==> src/rtl/dds_ctrl_pkg.sv <==
//------------------------------------------------------------------------------
// dds_ctrl_pkg
//
// Shared definitions for the DDS parameter controller:
//   - default field widths for the frequency, phase and amplitude words
//   - the field-select encoding used by the editor state machine
//   - the per-field step multiplier tables, indexed by the step index
//   - small helpers to look up a step multiplier and to advance the selection
//------------------------------------------------------------------------------
package dds_ctrl_pkg;

    // Default widths of the editable fields
    localparam int FWORD_W_DEF = 32;
    localparam int PWORD_W_DEF = 12;
    localparam int AMP_W_DEF   = 8;
    localparam int WAVE_W      = 2;
    localparam int SEL_W       = 2;
    localparam int STEP_W      = 2;

    // Field currently being edited; the order is also the k0 rotation order
    typedef enum logic [SEL_W-1:0] {
        SEL_FREQ  = 2'd0,
        SEL_PHASE = 2'd1,
        SEL_AMP   = 2'd2,
        SEL_WAVE  = 2'd3
    } sel_e;

    // Step multipliers per field, indexed by step_idx.
    // The frequency table is further scaled by FSTEP_UNIT in the top level.
    localparam int unsigned FREQ_MULT  [4] = '{1, 10, 100, 1000};
    localparam int unsigned PHASE_MULT [4] = '{1, 8, 64, 512};
    localparam int unsigned AMP_MULT   [4] = '{1, 4, 16, 64};

    // Multiplier for a given field and step index (waveform always steps by 1)
    function automatic int unsigned step_mult(input sel_e field,
                                              input logic [STEP_W-1:0] idx);
        int unsigned m;
        m = 1;
        case (field)
            SEL_FREQ:  m = FREQ_MULT[idx];
            SEL_PHASE: m = PHASE_MULT[idx];
            SEL_AMP:   m = AMP_MULT[idx];
            SEL_WAVE:  m = 1;
            default:   m = 1;
        endcase
        return m;
    endfunction

    // Rotate FREQ -> PHASE -> AMP -> WAVE -> FREQ
    function automatic sel_e next_sel(input sel_e cur);
        logic [SEL_W-1:0] nxt;
        nxt = cur + 2'd1;
        return sel_e'(nxt);
    endfunction

endpackage

==> src/rtl/sat_addsub.sv <==
//------------------------------------------------------------------------------
// sat_addsub
//
// Combinational add/subtract of a step to a field value, either wrapping
// modulo 2^W or saturating at [0, CEIL].
//
// Parameters:
//   W     - field width
//   CEIL  - saturation ceiling (ignored when WRAP is set)
//   WRAP  - 1: modular arithmetic, 0: saturating arithmetic
//
// Ports:
//   value  - current field value
//   step   - amount to add or subtract
//   inc    - add step
//   dec    - subtract step
//   result - updated value; equals value when neither or both of inc/dec set
//------------------------------------------------------------------------------
module sat_addsub #(
    parameter int           W    = 8,
    parameter logic [W-1:0] CEIL = '1,
    parameter bit           WRAP = 1'b0
) (
    input  logic [W-1:0] value,
    input  logic [W-1:0] step,
    input  logic         inc,
    input  logic         dec,
    output logic [W-1:0] result
);

    logic [W:0] sum;
    logic [W:0] diff;

    // One extra bit holds the carry of the add and the borrow of the subtract,
    // so overflow and underflow are detected without wrapping first.
    always_comb begin
        sum    = {1'b0, value} + {1'b0, step};
        diff   = {1'b0, value} - {1'b0, step};
        result = value;
        if (inc && !dec) begin
            if (WRAP) begin
                result = sum[W-1:0];
            end else if (sum > {1'b0, CEIL}) begin
                result = CEIL;
            end else begin
                result = sum[W-1:0];
            end
        end else if (dec && !inc) begin
            if (WRAP) begin
                result = diff[W-1:0];
            end else if (diff[W]) begin
                result = '0;
            end else begin
                result = diff[W-1:0];
            end
        end
    end

endmodule

==> src/rtl/dds_param_ctrl.sv <==
//------------------------------------------------------------------------------
// dds_param_ctrl
//
// Key-driven editor for DDS parameters. Four shadow fields (frequency word,
// phase offset, amplitude, waveform) are edited with one-cycle key pulses and
// copied to the committed outputs on a commit key.
//
// Ports:
//   clk       - system clock, rising edge
//   rst       - synchronous active-high reset
//   k0        - select next field
//   k1 / k2   - increment / decrement selected shadow field by current step
//   k3        - advance step index
//   k4        - load selected shadow field with its default
//   k5        - commit shadow fields to the outputs
//   fword     - committed frequency tuning word
//   pword     - committed phase offset
//   amp       - committed amplitude scale
//   wave      - committed waveform
//   sel       - field being edited (0 FREQ, 1 PHASE, 2 AMP, 3 WAVE)
//   step_idx  - current step index
//   update    - one-cycle strobe following every commit
//   dirty     - shadow fields differ from committed fields
//------------------------------------------------------------------------------
module dds_param_ctrl
    import dds_ctrl_pkg::*;
#(
    parameter int                 FWORD_W    = FWORD_W_DEF,
    parameter int                 PWORD_W    = PWORD_W_DEF,
    parameter int                 AMP_W      = AMP_W_DEF,
    parameter int unsigned        FSTEP_UNIT = 43,
    parameter logic [FWORD_W-1:0] FWORD_MAX  = 32'h7FFF_FFFF,
    parameter logic [FWORD_W-1:0] FWORD_DEF  = 32'd4300,
    parameter logic [PWORD_W-1:0] PWORD_DEF  = '0,
    parameter logic [AMP_W-1:0]   AMP_DEF    = '1
) (
    input  logic               clk,
    input  logic               rst,
    input  logic               k0,
    input  logic               k1,
    input  logic               k2,
    input  logic               k3,
    input  logic               k4,
    input  logic               k5,
    output logic [FWORD_W-1:0] fword,
    output logic [PWORD_W-1:0] pword,
    output logic [AMP_W-1:0]   amp,
    output logic [WAVE_W-1:0]  wave,
    output logic [SEL_W-1:0]   sel,
    output logic [STEP_W-1:0]  step_idx,
    output logic               update,
    output logic               dirty
);

    localparam logic [AMP_W-1:0]  AMP_MAX  = '1;
    localparam logic [WAVE_W-1:0] WAVE_DEF = '0;

    // Editor state
    sel_e               sel_q;
    logic [FWORD_W-1:0] sh_fword;
    logic [PWORD_W-1:0] sh_pword;
    logic [AMP_W-1:0]   sh_amp;
    logic [WAVE_W-1:0]  sh_wave;

    // Next-state values
    sel_e               sel_nxt;
    logic [STEP_W-1:0]  step_nxt;
    logic [FWORD_W-1:0] sh_fword_nxt;
    logic [PWORD_W-1:0] sh_pword_nxt;
    logic [AMP_W-1:0]   sh_amp_nxt;
    logic [WAVE_W-1:0]  sh_wave_nxt;
    logic [FWORD_W-1:0] fword_nxt;
    logic [PWORD_W-1:0] pword_nxt;
    logic [AMP_W-1:0]   amp_nxt;
    logic [WAVE_W-1:0]  wave_nxt;
    logic               dirty_nxt;

    // Step sizes for the current step index
    logic [63:0]        freq_step_wide;
    int unsigned        amp_mult;
    logic [FWORD_W-1:0] freq_step;
    logic [PWORD_W-1:0] phase_step;
    logic [AMP_W-1:0]   amp_step;
    logic [WAVE_W-1:0]  wave_step;

    // Candidate edited values from the arithmetic units
    logic [FWORD_W-1:0] freq_res;
    logic [PWORD_W-1:0] phase_res;
    logic [AMP_W-1:0]   amp_res;
    logic [WAVE_W-1:0]  wave_res;

    assign sel = sel_q;

    // Step sizes per field. Saturating fields clamp an oversized step to the
    // ceiling, which gives the same result as applying the full step. The
    // phase step may simply be truncated because that field wraps anyway.
    always_comb begin
        freq_step_wide = 64'(FSTEP_UNIT) * 64'(step_mult(SEL_FREQ, step_idx));
        if (freq_step_wide > 64'(FWORD_MAX)) begin
            freq_step = FWORD_MAX;
        end else begin
            freq_step = FWORD_W'(freq_step_wide);
        end

        phase_step = PWORD_W'(step_mult(SEL_PHASE, step_idx));

        amp_mult = step_mult(SEL_AMP, step_idx);
        if (amp_mult > 32'(AMP_MAX)) begin
            amp_step = AMP_MAX;
        end else begin
            amp_step = AMP_W'(amp_mult);
        end

        wave_step = WAVE_W'(1);
    end

    // One arithmetic unit per field; k1 and k2 together leave the value as-is
    sat_addsub #(.W(FWORD_W), .CEIL(FWORD_MAX), .WRAP(1'b0)) u_freq (
        .value  (sh_fword),
        .step   (freq_step),
        .inc    (k1),
        .dec    (k2),
        .result (freq_res)
    );

    sat_addsub #(.W(PWORD_W), .CEIL('1), .WRAP(1'b1)) u_phase (
        .value  (sh_pword),
        .step   (phase_step),
        .inc    (k1),
        .dec    (k2),
        .result (phase_res)
    );

    sat_addsub #(.W(AMP_W), .CEIL(AMP_MAX), .WRAP(1'b0)) u_amp (
        .value  (sh_amp),
        .step   (amp_step),
        .inc    (k1),
        .dec    (k2),
        .result (amp_res)
    );

    sat_addsub #(.W(WAVE_W), .CEIL('1), .WRAP(1'b1)) u_wave (
        .value  (sh_wave),
        .step   (wave_step),
        .inc    (k1),
        .dec    (k2),
        .result (wave_res)
    );

    // Key decode. Only one edit action happens per cycle, in the order
    // default > select > step > inc/dec. Commit runs alongside and always
    // copies the shadow values from before this cycle's edit.
    always_comb begin
        sel_nxt      = sel_q;
        step_nxt     = step_idx;
        sh_fword_nxt = sh_fword;
        sh_pword_nxt = sh_pword;
        sh_amp_nxt   = sh_amp;
        sh_wave_nxt  = sh_wave;
        fword_nxt    = fword;
        pword_nxt    = pword;
        amp_nxt      = amp;
        wave_nxt     = wave;

        if (k4) begin
            case (sel_q)
                SEL_FREQ:  sh_fword_nxt = FWORD_DEF;
                SEL_PHASE: sh_pword_nxt = PWORD_DEF;
                SEL_AMP:   sh_amp_nxt   = AMP_DEF;
                SEL_WAVE:  sh_wave_nxt  = WAVE_DEF;
                default:   sh_wave_nxt  = sh_wave;
            endcase
        end else if (k0) begin
            sel_nxt  = next_sel(sel_q);
            step_nxt = '0;
        end else if (k3) begin
            step_nxt = step_idx + STEP_W'(1);
        end else if (k1 != k2) begin
            case (sel_q)
                SEL_FREQ:  sh_fword_nxt = freq_res;
                SEL_PHASE: sh_pword_nxt = phase_res;
                SEL_AMP:   sh_amp_nxt   = amp_res;
                SEL_WAVE:  sh_wave_nxt  = wave_res;
                default:   sh_wave_nxt  = sh_wave;
            endcase
        end

        if (k5) begin
            fword_nxt = sh_fword;
            pword_nxt = sh_pword;
            amp_nxt   = sh_amp;
            wave_nxt  = sh_wave;
        end

        dirty_nxt = (sh_fword_nxt != fword_nxt) ||
                    (sh_pword_nxt != pword_nxt) ||
                    (sh_amp_nxt   != amp_nxt)   ||
                    (sh_wave_nxt  != wave_nxt);
    end

    // State registers; reset discards any edit or commit in the same cycle
    always_ff @(posedge clk) begin
        if (rst) begin
            sel_q    <= SEL_FREQ;
            step_idx <= '0;
            sh_fword <= FWORD_DEF;
            sh_pword <= PWORD_DEF;
            sh_amp   <= AMP_DEF;
            sh_wave  <= WAVE_DEF;
            fword    <= FWORD_DEF;
            pword    <= PWORD_DEF;
            amp      <= AMP_DEF;
            wave     <= WAVE_DEF;
            update   <= 1'b0;
            dirty    <= 1'b0;
        end else begin
            sel_q    <= sel_nxt;
            step_idx <= step_nxt;
            sh_fword <= sh_fword_nxt;
            sh_pword <= sh_pword_nxt;
            sh_amp   <= sh_amp_nxt;
            sh_wave  <= sh_wave_nxt;
            fword    <= fword_nxt;
            pword    <= pword_nxt;
            amp      <= amp_nxt;
            wave     <= wave_nxt;
            update   <= k5;
            dirty    <= dirty_nxt;
        end
    end

endmodule
==> config.mk <==
export PLATFORM = sky130hd
export DESIGN_NAME = dds_param_ctrl
export DESIGN_NICKNAME = d
export VERILOG_FILES = /design/src/rtl/dds_ctrl_pkg.sv /design/src/rtl/sat_addsub.sv /design/src/rtl/dds_param_ctrl.sv
export SDC_FILE = /design/constraint.sdc
export NUM_CORES = 1
export LEC_CHECK = 0
export BUFFER_PORTS_ARGS = -buffer_cell sky130_fd_sc_hd__buf_2
export CAP_MARGIN = 25
export CELL_PAD_IN_SITES_DETAIL_PLACEMENT = 1
export CELL_PAD_IN_SITES_GLOBAL_PLACEMENT = 1
export CORE_ASPECT_RATIO = 1.75
export CORE_MARGIN = 5
export CORE_UTILIZATION = 47
export DETAILED_ROUTE_END_ITERATION = 6
export PLACE_DENSITY_LB_ADDON = 0.1
export SYNTH_ARGS = -nofsm -noshare
export SYNTH_HDL_FRONTEND = slang
export SYNTH_SLANG_ARGS = --single-unit
==> constraint.sdc <==
create_clock -name clk -period 6.4 [get_ports clk]
set_clock_uncertainty 0.2 [all_clocks]
set_input_delay 0.32 -clock clk [delete_from_list [all_inputs] [get_ports clk]]
set_output_delay 0.32 -clock clk [all_outputs]
set_load 0.03 [all_outputs]
# Word-level counts from Yosys, hierarchy flattened
# Index checks and enable logic that the tools add are counted.
# Widths: inputs -> output; s select.
word_totals:
  register_bits: 114
  in_bits: 8
  out_inout_bits: 60
  elab_cells: 102
classes:
  n_addsub: 10
  multipliers: 1
  order_cmp: 5
  n_eq_ne: 8
  muxes: 53
  bitwise: 2
  n_reduce_logical: 11
ops:
  columns: ["cell", "count"]
  rows:
  - ["$mux 32", 16]
  - ["$bmux 32 s2", 3]
  - ["$mux 12", 11]
  - ["$mux 8", 12]
  - ["$gt 38x31->1 const B", 1]
  - ["$mul 6x32->38 const A", 1]
  - ["$add 32x32->33", 1]
  - ["$gt 33x31->1 const B", 1]
  - ["$sub 32x32->33", 1]
  - ["$gt 32x8->1 const B", 1]
  - ["$ne 32x32->1", 1]
  - ["$mux 2", 11]
  - ["$add 12x12->12", 1]
  - ["$ne 12x12->1", 1]
  - ["$sub 12x12->12", 1]
  - ["$add 8x8->9", 1]
  - ["$gt 9x8->1 const B", 1]
  - ["$sub 8x8->9", 1]
  - ["$ne 8x8->1", 1]
  - ["$add 2x1->2 const B", 3]
  - ["$eq 2x2->1 const B", 2]
  - ["$reduce_and 2->1", 2]
  - ["$ge 3x3->1 const B", 1]
  - ["$logic_or 1x1->1", 3]
  - ["other kinds (10)", 12]

# Logic depth before layout (Yosys ltp)
# Gate-level depths: netlist of the first run.
depth:
  ltp_word: 20
  ltp_mapped: 25
  mapped_depth_nobuf: 23

# By module
# From an unflattened synthesis of the first run, not the netlist that was laid out.
hier_totals:
  hier_cells: 2015
  hier_area_um2: 14370.0
by_module_without_submodules:
  columns: ["module", "instances", "cells_per_inst", "area_per_inst_um2", "seq_area_each_um2"]
  rows:
  - ["dds_param_ctrl", 1, 1030, 7679.9, 2282.2]
  - ["sat_addsub (u_freq)", 1, 656, 4290.4, 0.0]
  - ["sat_addsub (u_phase)", 1, 183, 1337.5, 0.0]
  - ["sat_addsub (u_amp)", 1, 134, 968.4, 0.0]
  - ["sat_addsub (u_wave)", 1, 12, 93.8, 0.0]

# Least setup slack after synthesis of the first run
# Ideal clock, no wire load.
synth_path:
  kind: "flip-flop to flip-flop"
  from: "register step_idx[0]"
  to: "register dirty"
  setup_ns: 0.138
  arrival_time_ns: 5.493
  required_ns: 6.062
  setup_slack_ns: 0.569
  stages_incl_launch_ff: 23
  path_buffers: 1
  period_less_slack_ns: 5.831
  path_cell_list: "dfxtp_1 > inv_1 > ha_1 > ha_1 > ha_1 > a21oi_1 > nor2_1 > a221oi_1 > xor2_1 > ha_1 > or4_1 > o21bai_1 > a31oi_2 > or3_1 > buf_2 > nand4_1 > mux2_2 > a22oi_1 > mux2i_1 > nor2_1 > nor4_1 > and4_1 > a41oi_1"
synth_between:
  elab_chain_len: 20
  word_cells_on_any_way: 54
  classes_between: "add/sub (6); mul (1); order compare (4); eq/ne (3); mux (36); bitwise (1); reduce/logical (3)"
synth_lines:
  columns: ["element", "line", "source"]
  rows:
  - ["start: declaration", "dds_param_ctrl.sv:50", "output logic [STEP_W-1:0] step_idx,"]
  - ["start signal: assignment", "dds_param_ctrl.sv:218", "step_idx <= step_nxt;"]
  - ["$not 2->3 (not written as such) (*)", "dds_ctrl_pkg.sv:40, dds_ctrl_pkg.sv:41, dds_ctrl_pkg.sv:42", null]
  - ["$bmux 32 s2", "dds_ctrl_pkg.sv:40", "SEL_FREQ: m = FREQ_MULT[idx];"]
  - ["$mux 32 (not written as such) (2 in a row)", "dds_ctrl_pkg.sv:40", null]
  - ["$mul 6x32->38", "dds_param_ctrl.sv:98", "freq_step_wide = 64'(FSTEP_UNIT) * 64'(step_mult(SEL_FREQ, step_idx));"]
  - ["$gt 38x31->1", "dds_param_ctrl.sv:99", "if (freq_step_wide > 64'(FWORD_MAX)) begin"]
  - ["$mux 32", "dds_param_ctrl.sv:99", null]
  - ["$add 32x32->33 / $sub 32x32->33 (equally long branches)", "sat_addsub.sv:37, sat_addsub.sv:38", null]
  - ["$gt 33x31->1 / $mux 32 (equally long branches)", "sat_addsub.sv:43, sat_addsub.sv:51", null]
  - ["(+3 left out)", null, null]
  - ["$mux 32", "dds_param_ctrl.sv:178", "end else if (k1 != k2) begin"]
  - ["$mux 32", "dds_param_ctrl.sv:176", "end else if (k3) begin"]
  - ["$mux 32", "dds_param_ctrl.sv:173", "end else if (k0) begin"]
  - ["$mux 32", "dds_param_ctrl.sv:165", "if (k4) begin"]
  - ["$ne 32x32->1", "dds_param_ctrl.sv:195", "dirty_nxt = (sh_fword_nxt != fword_nxt) ||"]
  - ["$logic_or 1x1->1", "dds_param_ctrl.sv:195", null]
  - ["$logic_or 1x1->1 (*)", "dds_param_ctrl.sv:196", "(sh_pword_nxt != pword_nxt) ||"]
  - ["$logic_or 1x1->1 (*)", "dds_param_ctrl.sv:197", "(sh_amp_nxt != amp_nxt) ||"]
  - ["end signal: assignment", "dds_param_ctrl.sv:228", "dirty <= dirty_nxt;"]
  - ["end: declaration", "dds_param_ctrl.sv:52", "output logic dirty"]
# Every way passes the cells marked *; elsewhere a longest branch is shown, timed or not. The select of a mux whose other input is x is not followed.
# A chain may end at the register's enable or synchronous reset.

# Final worst setup path of the first run
# Ends and elaborated chain as after synthesis.

==> flow_summary.toml, run 1 <==
[place]
dpl_cell_area_mm2 = 0.0122
post-place-ws_ps = -83.9
dpl.hpwl_mm = 42.5
routabilityCongestion = 1.06
port_buffers = 67
dp_cells = 1880

[logic_synthesis]
synth_fp_nets = 1631
async_flop_share = 0
synth_most_common_cell = "nor2_1"
ys_warn_count = 0
syn_area_mm2 = 0.0114
synth_seq_area_share = 0.200
ys_top_cells_by_count = "164 x nor2_1, 124 x nand2_1, 114 x dfxtp_1"
synth_cell_types = 85
synth_top_area_cell = "dfxtp_1"
yosys-top-cells-area = "dfxtp_1 20%, ha_1 7.3%, nor2_1 5.4%"
synth_top_area_share = 0.200
synth_ff_type = "dfxtp_1"
ys_seq_elements = 114
synth-edff-count = 0
syn_area_per_cell_um2 = 7.34
synth_cells = 1554

[floorplanning]
die_area_mm2 = 0.0276
core_mm2 = 0.0239
die_y_um = 216
io_pins = 68
fp-row-count = 75
initial_core_util = 0.477
die_w_um = 128

[power_and_ir_drop]
internal-power_mw = 1.44
power_frac_clock = 0.467
power.density_mw_per_mm2 = 165
switching_power_uw = 683
p_seq_frac = 0.344
peakVddDrop_uv = 157
leakage_nw = 5.18
comb_power_share = 0.189
swShare = 0.322

[cts]
path_clk_slew_ps = 60
cts_root_buffer = "clkbuf_16"
clock_latency_ps = 450
clock_path_buffers = 2
htreeDepth = 4
numCtsBuffers = 17
cts_tree = "yes"
cts.sinks = 114

[sta]
slew_viol_final = 0
setup_ws_ps = 261
finalSetupViolCount = 0
whs_ps = 101
period_share = 0.959
hold_violations = 0
max-slew-margin-rel = 0.360
fmax_mhz = 163
tightestPinTransition_ps = 954
period_needed_ps = 6140
rsz0062_at_grt = "no"

[cells_and_area]
final_util = 0.537
nNetsFinal = 1671
post_route_cells_drive_above_1_share = 0.143
instances_no_fill = 1915
fillers = 3094
n_antenna_cell = 0
area_growth_syn_to_layout_pct = 12.6
postLayoutCellArea_mm2 = 0.0129

[worst_hold_path]
worstHoldPathCells = 2
hp-class = "in2reg"
min_from = "rst"
hold_end = "update"

[setup_path]
crit_path_start_kind = "flip-flop"
crit_arrival_ps = 6220
worst_r2r_path_depth = 20
r2r_slack_ps = 260
cp_num_buf_inv = 5
cp_max_fo = 7
crit_family = "compound AO/OA/AOI/OAI gates"
rr_startpoint = "step_idx[0]"
path_cells = "inv_1 > ha_1 > buf_4 > inv_1 > nor3_1 > ha_1 > nor2b_1 > nand3_1 > a2111oi_1 > o21ai_1 > a31o_2 > and4_1 > buf_4 > buf_4 > a22oi_2 > mux2i_1 > nor2_1 > nor4_1 > and4_1 > a41oi_1"
crit_required_ps = 6480
cpMaxStageDelayCell = "a2111oi_1"
max_stage_delay_ps = 770
end_kind = "flip-flop"
crit_path_frequent_cell = "buf_4"
crit-reg2reg-capture = "dirty"
critPathKind = "reg2reg"
cp-startpoint = "step_idx[0]"

[routing]
drt-met1-wl_mm = 19.5
dr.pass1.iters = 5
route.top_layer_used = "met4"
drc = 0
wl_met3_mm = 3.27
routed_wl_mm = 55.2
wl_per_cell_um = 28.8
viasPerCell = 6.91
drtAntennaViolNets = 0
vias = 13200
drt_iter0_drc = 1075
met2WireLength_mm = 27.0

[global_routing]
grt_pass1_vias = 13600
overflow = 0
grt_max_degree = 75
grt_pass1_wl_mm = 82.3
antenna_found_initial = 0
grt.total_usage = 0.391

[status]
status = "complete, no violations"

[flow_run]
drv_cap = 0
-- power groups by stage --
stage	logic (mW)	registers, mW	clock network, mW
3_5_place_dp	0.383	0.744	0
5_1_grt	0.420	0.729	1.03
6_report	0.402	0.729	0.990
4_1_cts	0.387	0.728	0.995
3_3_place_gp	0.379	0.744	0
2_1_floorplan	0.235	0.746	0
-- worst max path at each step --
| stage | to | slack [ps] | cells after the start |
|---|---|---|---|
| 2_1_floorplan | dirty | 570 | 22 |
| 3_5_place_dp | dirty | -80 | 23 |
| 5_1_grt | dirty | 100 | 23 |
| 4_1_cts | dirty | 30 | 24 |
| 6_report | dirty | 260 | 20 |
| 3_3_place_gp | dirty | 110 | 23 |
-- metrics by stage --
step	power (mW)	TNS [ps]
floorplan	0.981	0
global placement	1.12	0
detailed placement	1.13	-83.9
CTS	2.11	0
global route	2.18	0
finish	2.12	0
-- what timing repair did --
item | in CTS | in global routing
pin swaps | 1 | 2
setup endpoints to repair | 1 | 1
endpoints found under the hold margin | 0 | 0
resized for setup | 0 | 17
hold buffers | 0 | 0
gates cloned | 0 | 0
buffers inserted | 2 | 1
-- placed cells by master, fill, tap and decap left out, types with 24 or more instances in the layout --
master    instances
nor2b_1          42
nand3_1          48
xnor2_1          37
o21ai_0          75
nor2_1          162
a31oi_1          25
dfxtp_1         112
mux2i_1          51
buf_4            64
nand4_1          24
ha_1             66
inv_1            51
nor3_1           54
a21oi_1         100
buf_2            65
nand2b_1         34
nand2_1         124
-- layer usage --
metal  vias to the layer above  GRT usage
met5                         -          0
met4                         0      0.322
met3                       262     0.0680
met2                       679      0.666
met1                      6456      0.412
li1                       5844          -
-- kinds of logic after synthesis --
group	count (synthesis)	share of synthesized area
buffers and inverters	161	0.0569
XOR/XNOR	60	0.0460
flip-flops	114	0.200
AO/OA/AOI/OAI	446	0.270
adder cells (fa/ha/maj)	69	0.0770
AND/OR/NAND/NOR	636	0.288
multiplexers	68	0.0622
-- flip-flops by register name (all words and copies together) (netlist names) --
register and flops:
amp 8, dirty 1, fword 32, pword 12
sel 2, sh_amp 8, sh_fword 32, sh_pword 12
sh_wave 2, step_idx 2, update 1, wave 2
-- area by class of cell --
type | count | area [um2] | area share
clock buffers | 21 | 460 | 0.0358
clock inverters | 11 | 129 | 0.0100
inverters | 52 | 195 | 0.0152
multi-input cells | 1279 | 8580 | 0.667
flip-flops and latches | 114 | 2280 | 0.178
well taps | 308 | 385 | 0.0300
repair buffers | 130 | 826 | 0.0642
No activity file was read; power rests on OpenSTA's default activity.
==> run 2, diff against run 1 <==
--- a/config.mk
+++ b/config.mk
@@ -13,6 +13,7 @@
 export CORE_MARGIN = 5
 export CORE_UTILIZATION = 47
 export DETAILED_ROUTE_END_ITERATION = 6
+export MAX_ROUTING_LAYER = met4
 export PLACE_DENSITY_LB_ADDON = 0.1
 export SYNTH_ARGS = -nofsm -noshare
 export SYNTH_HDL_FRONTEND = slang
==> run 2 against run 1 <==
  * Count of clock-buffer cells in the layout stayed put
  * Flip-flop and latch count unchanged
  * Largest power group unchanged
  * Die area unchanged
  * Total power increased by 1.9%
  * Hold slack worse by 29 ps
  * First-iteration DRC count is 5.2% higher
  * Critical path type unchanged
==> flow_summary.toml, run 2 (synthesis gave the netlist of run 1 again) <==
[routing]
drtAntennaViolNets = 0
drt_iter0_drc = 1131
dr.pass1.iters = 5
viasPerCell = 6.88
drc = 0
wl_per_cell_um = 28.9
routed_wl_mm = 55.2
vias = 13200

[cells_and_area]
final_common_cell = "nor2_1"
area_growth_syn_to_layout_pct = 12.3
post_route_cells_drive_above_1_share = 0.137
final_util = 0.536
layout_common_cells = "163 x nor2_1, 124 x nand2_1, 113 x dfxtp_1, 101 x a21oi_1, 76 x o21ai_0"
nNetsFinal = 1667
n_antenna_cell = 0
reg.largest.list = "fword: 32 flops, sh_fword: 32 flops"

[cts]
numCtsBuffers = 17
htreeDepth = 4
cts.sinks = 114
path_clk_slew_ps = 60
clock_path_buffers = 2
cts_tree = "yes"
cts_root_buffer = "clkbuf_16"
clock_latency_ps = 450

[global_routing]
overflow = 0
grt_max_degree = 79
antenna_found_initial = 0
grt_pass1_vias = 13400
grt.total_usage = 0.404
grt_pass1_wl_mm = 82.9

[power_and_ir_drop]
power.density_mw_per_mm2 = 169
peakVddDrop_uv = 202
leakage_nw = 5.17
internal-power_mw = 1.49
p_seq_frac = 0.337
switching_power_uw = 675
comb_power_share = 0.185
swShare = 0.312
power_frac_clock = 0.478

[place]
routabilityCongestion = 1.02
port_buffers = 67
dpl.hpwl_mm = 42.9

[floorplanning]
die_w_um = 128
die_y_um = 216
die_area_mm2 = 0.0276
io_pins = 68
core_mm2 = 0.0239
fp-row-count = 75
initial_core_util = 0.477

[setup_path]
end_kind = "flip-flop"
r2r_slack_ps = 250
cp-startpoint = "step_idx[0]"
cp-endpoint = "dirty"
cp_max_fo = 7
crit_required_ps = 6490
crit-reg2reg-capture = "dirty"
worst_r2r_path_depth = 18
crit_arrival_ps = 6240
rr_startpoint = "step_idx[0]"
crit_path_start_kind = "flip-flop"
critPathKind = "reg2reg"

[sta]
hold_violations = 0
finalSetupTns_ps = 0
finalSetupViolCount = 0
tightestPinTransition_ps = 923
rsz0062_at_grt = "no"
slew_viol_final = 0
period_share = 0.962
max-slew-margin-rel = 0.381
period_needed_ps = 6150
fmax_mhz = 162

[worst_hold_path]
hp-class = "in2reg"

[status]
status = "complete, no violations"

[flow_run]
drv_cap = 0
run 2: changes by cell type in the layout (fill, tap and decap cells not counted), sizes merged:
cell / delta
buf: -4
bufinv: +1
clkinv: +2
clkinvlp: -2
inv: -1
run 2: cell type report:
cell class	instances	area, um2
clock buffer	21	470
clock inverter	11	153
fill	3129	11100
inverter	52	195
multi-input combinational	1279	8540
sequential	114	2280
tap	308	385
timing repair buffer	126	796
run 2: through the flow:
step                      hold slack, ps  cell area (um2)  worst slack (ps)  cells  total power [mW]
after CTS                           68.7            12800              83.5   1910              2.16
after global routing                85.1            12800              43.8   1911              2.22
after floorplan                      299            11400               569   1554             0.981
after global placement               306            12200               248   1878              1.12
after detailed placement             314            12200               121   1878              1.13
final                               72.5            12800               246   1911              2.16
run 2: layer usage:
metal / vias to the layer above / track usage / share of wire
met5: - / - / 0
met2: 683 / 0.675 / 0.49
li1: 5831 / - / -
met1: 6358 / 0.422 / 0.35
met3: 285 / 0.0613 / 0.063
met4: 0 / 0.307 / 0.099
run 2: how the worst min path moves through the flow:
| stage | slack (ps) | cells past startpoint | to | from |
|---|---|---|---|---|
| 2_1_floorplan | 300 | 2 | wave[1] | sh_wave[1] |
| 3_3_place_gp | 310 | 2 | step_idx[0] | step_idx[0] |
| 3_5_place_dp | 310 | 2 | amp[2] | amp[2] |
| 4_1_cts | 70 | 2 | sh_pword[4] | rst |
| 5_1_grt | 90 | 2 | sh_pword[8] | rst |
| 6_report | 70 | 2 | update | rst |
run 2: timing repair:
| action | 4_1_cts | 5_1_grt |
|---|---|---|
| hold buffers | 0 | 0 |
| buffers inserted | 0 | 1 |
| setup endpoints to repair | 0 | 1 |
| gates resized for setup | 0 | 8 |
run 2: power groups by stage:
stage,Sequential (mW),Clock (mW),Combinational [mW]
final,0.729,1.03,0.400
after detailed placement,0.744,0,0.383
after floorplan,0.746,0,0.235
after CTS,0.728,1.04,0.386
after global routing,0.729,1.08,0.417
after global placement,0.743,0,0.380
run 2: worst max-delay path: stages, from the launching register on:
cell,delay [ps]
dfxtp_1,350
inv_1,180
ha_1,350
buf_4,270
inv_1,80
nor3_1,350
ha_1,350
nor2b_1,270
a221oi_1,190
a2111oi_1,680
o21ai_0,440
a31o_2,380
and4_1,300
a211oi_1,580
o32ai_1,280
nor2_1,210
nand4_1,130
and4b_1,270
a41oi_1,110
==> run 3, diff against run 2 <==
--- a/config.mk
+++ b/config.mk
@@ -15,6 +15,7 @@
 export DETAILED_ROUTE_END_ITERATION = 6
 export MAX_ROUTING_LAYER = met4
 export PLACE_DENSITY_LB_ADDON = 0.1
+export REMOVE_ABC_BUFFERS = 1
 export SYNTH_ARGS = -nofsm -noshare
 export SYNTH_HDL_FRONTEND = slang
 export SYNTH_SLANG_ARGS = --single-unit
==> run 3 against run 2 <==
  * Flip-flop and latch count unchanged
  * Die area unchanged
  * Non-clock buffer count up 1
  * Global-route usage up 1.2 points
  * Register-to-register slack worse by 40 ps
  * Critical path type unchanged
  * Critical endpoint unchanged
==> flow_summary.toml, run 3 (synthesis gave the netlist of run 1 again) <==
[power_and_ir_drop]
power_mw = 2.19
peakVddDrop_uv = 188
leakage_nw = 5.17
power.density_mw_per_mm2 = 171

[cells_and_area]
instances_no_fill = 1912
final_common_cell = "nor2_1"
nNetsFinal = 1668
post_route_cells_drive_above_1_share = 0.137
area_growth_syn_to_layout_pct = 12.4
layout_common_cells = "163 x nor2_1, 124 x nand2_1, 112 x dfxtp_1, 101 x a21oi_1, 76 x o21ai_0"
final_util = 0.536
reg.largest.list = "fword: 32 flops, sh_fword: 32 flops"
fillers = 3079

[sta]
tightestPinTransition_ps = 1080
period_share = 0.968
max-slew-margin-rel = 0.271
hold_violations = 0
rsz0062_at_grt = "no"
fmax_mhz = 161
finalSetupViolCount = 0
whs_ps = 73.2
slew_viol_final = 0
period_needed_ps = 6200

[setup_path]
max_stage_delay_ps = 810
crit_path_frequent_cell = "buf_4"
end_kind = "flip-flop"
crit-reg2reg-capture = "dirty"
rr_startpoint = "step_idx[1]"
crit_arrival_ps = 6290
worst_r2r_path_depth = 19
cp-startpoint = "step_idx[1]"
r2r_slack_ps = 200
cpMaxStageDelayCell = "a2111oi_0"
path_cells = "ha_1 > buf_4 > inv_1 > buf_4 > nor3_2 > ha_1 > nor2b_1 > nand3_1 > a2111oi_0 > o21ai_0 > a31o_2 > and4_1 > buf_4 > a21oi_1 > nor2_1 > nor2_1 > nand4_1 > and4bb_1 > a41oi_1"
cp_num_buf_inv = 4
crit_cells = 19
crit_family = "simple AND/OR/NAND/NOR gates"
crit_required_ps = 6490
cp-endpoint = "dirty"
cp_max_fo = 8
critPathKind = "reg2reg"
crit_path_start_kind = "flip-flop"

[place]
routabilityCongestion = 1.08
dp_cells = 1879
dpl.hpwl_mm = 42.8
port_buffers = 67

[global_routing]
overflow = 0
grt_pass1_vias = 13900
grt.total_usage = 0.416
antenna_found_initial = 1
grt_pass1_wl_mm = 85.1
grt_max_degree = 64

[cts]
htreeDepth = 4
path_clk_slew_ps = 60
cts_root_buffer = "clkbuf_16"
cts.sinks = 114
clock_latency_ps = 450
cts_tree = "yes"
hold_buffers = 0
clock_path_buffers = 2
numCtsBuffers = 17

[routing]
wl_per_cell_um = 29.7
viasPerCell = 7.01
vias = 13400
drc = 0
routed_wl_mm = 56.8
drtAntennaViolNets = 0
dr.pass1.iters = 7
drt_iter0_drc = 1192

[floorplanning]
fp-row-count = 75
io_pins = 68
core_mm2 = 0.0239
die_area_mm2 = 0.0276
initial_core_util = 0.477
die_y_um = 216
die_w_um = 128

[status]
status = "complete, no violations"

[worst_hold_path]
hp-class = "in2reg"

[flow_run]
drv_cap = 0
-- run 3: routing by layer --
metal | vias to the layer above | share of wire | global-route usage | wire length (um)
met5 | - | 0 | - | 0
met4 | 0 | 0.11 | 0.353 | 6330
met3 | 317 | 0.066 | 0.0742 | 3750
met2 | 720 | 0.47 | 0.672 | 26900
met1 | 6530 | 0.35 | 0.432 | 19900
li1 | 5831 | - | - | -
-- run 3: final cells by class --
type	count	area [um2]	share of cell area
clock inverters	9	154	0.0120
well taps	308	385	0.0300
repair buffers	127	803	0.0626
inverters	52	195	0.0152
flip-flops and latches	114	2280	0.178
multi-input cells	1279	8530	0.665
clock buffers	22	474	0.0370
diodes	1	2.50	0.000195
-- run 3: how the worst min path moves through the flow --
| stage | slack [ps] | to | depth (start not counted) | from |
|---|---|---|---|---|
| detailed placement | 330 | fword[27] | 2 | fword[27] |
| finish | 70 | step_idx[1] | 3 | k3 |
| global route | 70 | step_idx[1] | 3 | k3 |
| floorplan | 190 | update | 1 | rst |
| CTS | 50 | step_idx[0] | 3 | k3 |
| global placement | 310 | fword[27] | 2 | fword[27] |
-- run 3: worst register-to-register path, stage by stage, from the launching register on --
cell	delay, ps
dfxtp_2	410
ha_1	220
buf_4	220
inv_1	80
buf_4	190
nor3_2	470
ha_1	220
nor2b_1	250
nand3_1	150
a2111oi_0	810
o21ai_0	470
a31o_2	390
and4_1	330
buf_4	230
a21oi_1	250
nor2_1	140
nor2_1	440
nand4_1	150
and4bb_1	290
a41oi_1	120
-- run 3: stage by stage --
stage / area [um2] / setup WS [ps] / TNS, ps
2_1_floorplan: 11000 / 566 / 0
3_3_place_gp: 12200 / 25.0 / 0
3_5_place_dp: 12200 / -107 / -107
4_1_cts: 12800 / 1.21 / 0
5_1_grt: 12800 / 6.94 / 0
6_report: 12800 / 202 / 0
-- run 3: what timing repair did --
| item | 4_1_cts | 5_1_grt |
|---|---|---|
| buffers inserted | 0 | 1 |
| pin swaps | 0 | 2 |
| setup endpoints to repair | 1 | 1 |
| resized for setup | 2 | 7 |
-- run 3: report_power, final --
part	switching [mW]	internal, mW
Sequential	0.0117	0.717
Combinational	0.283	0.124
Clock	0.378	0.678
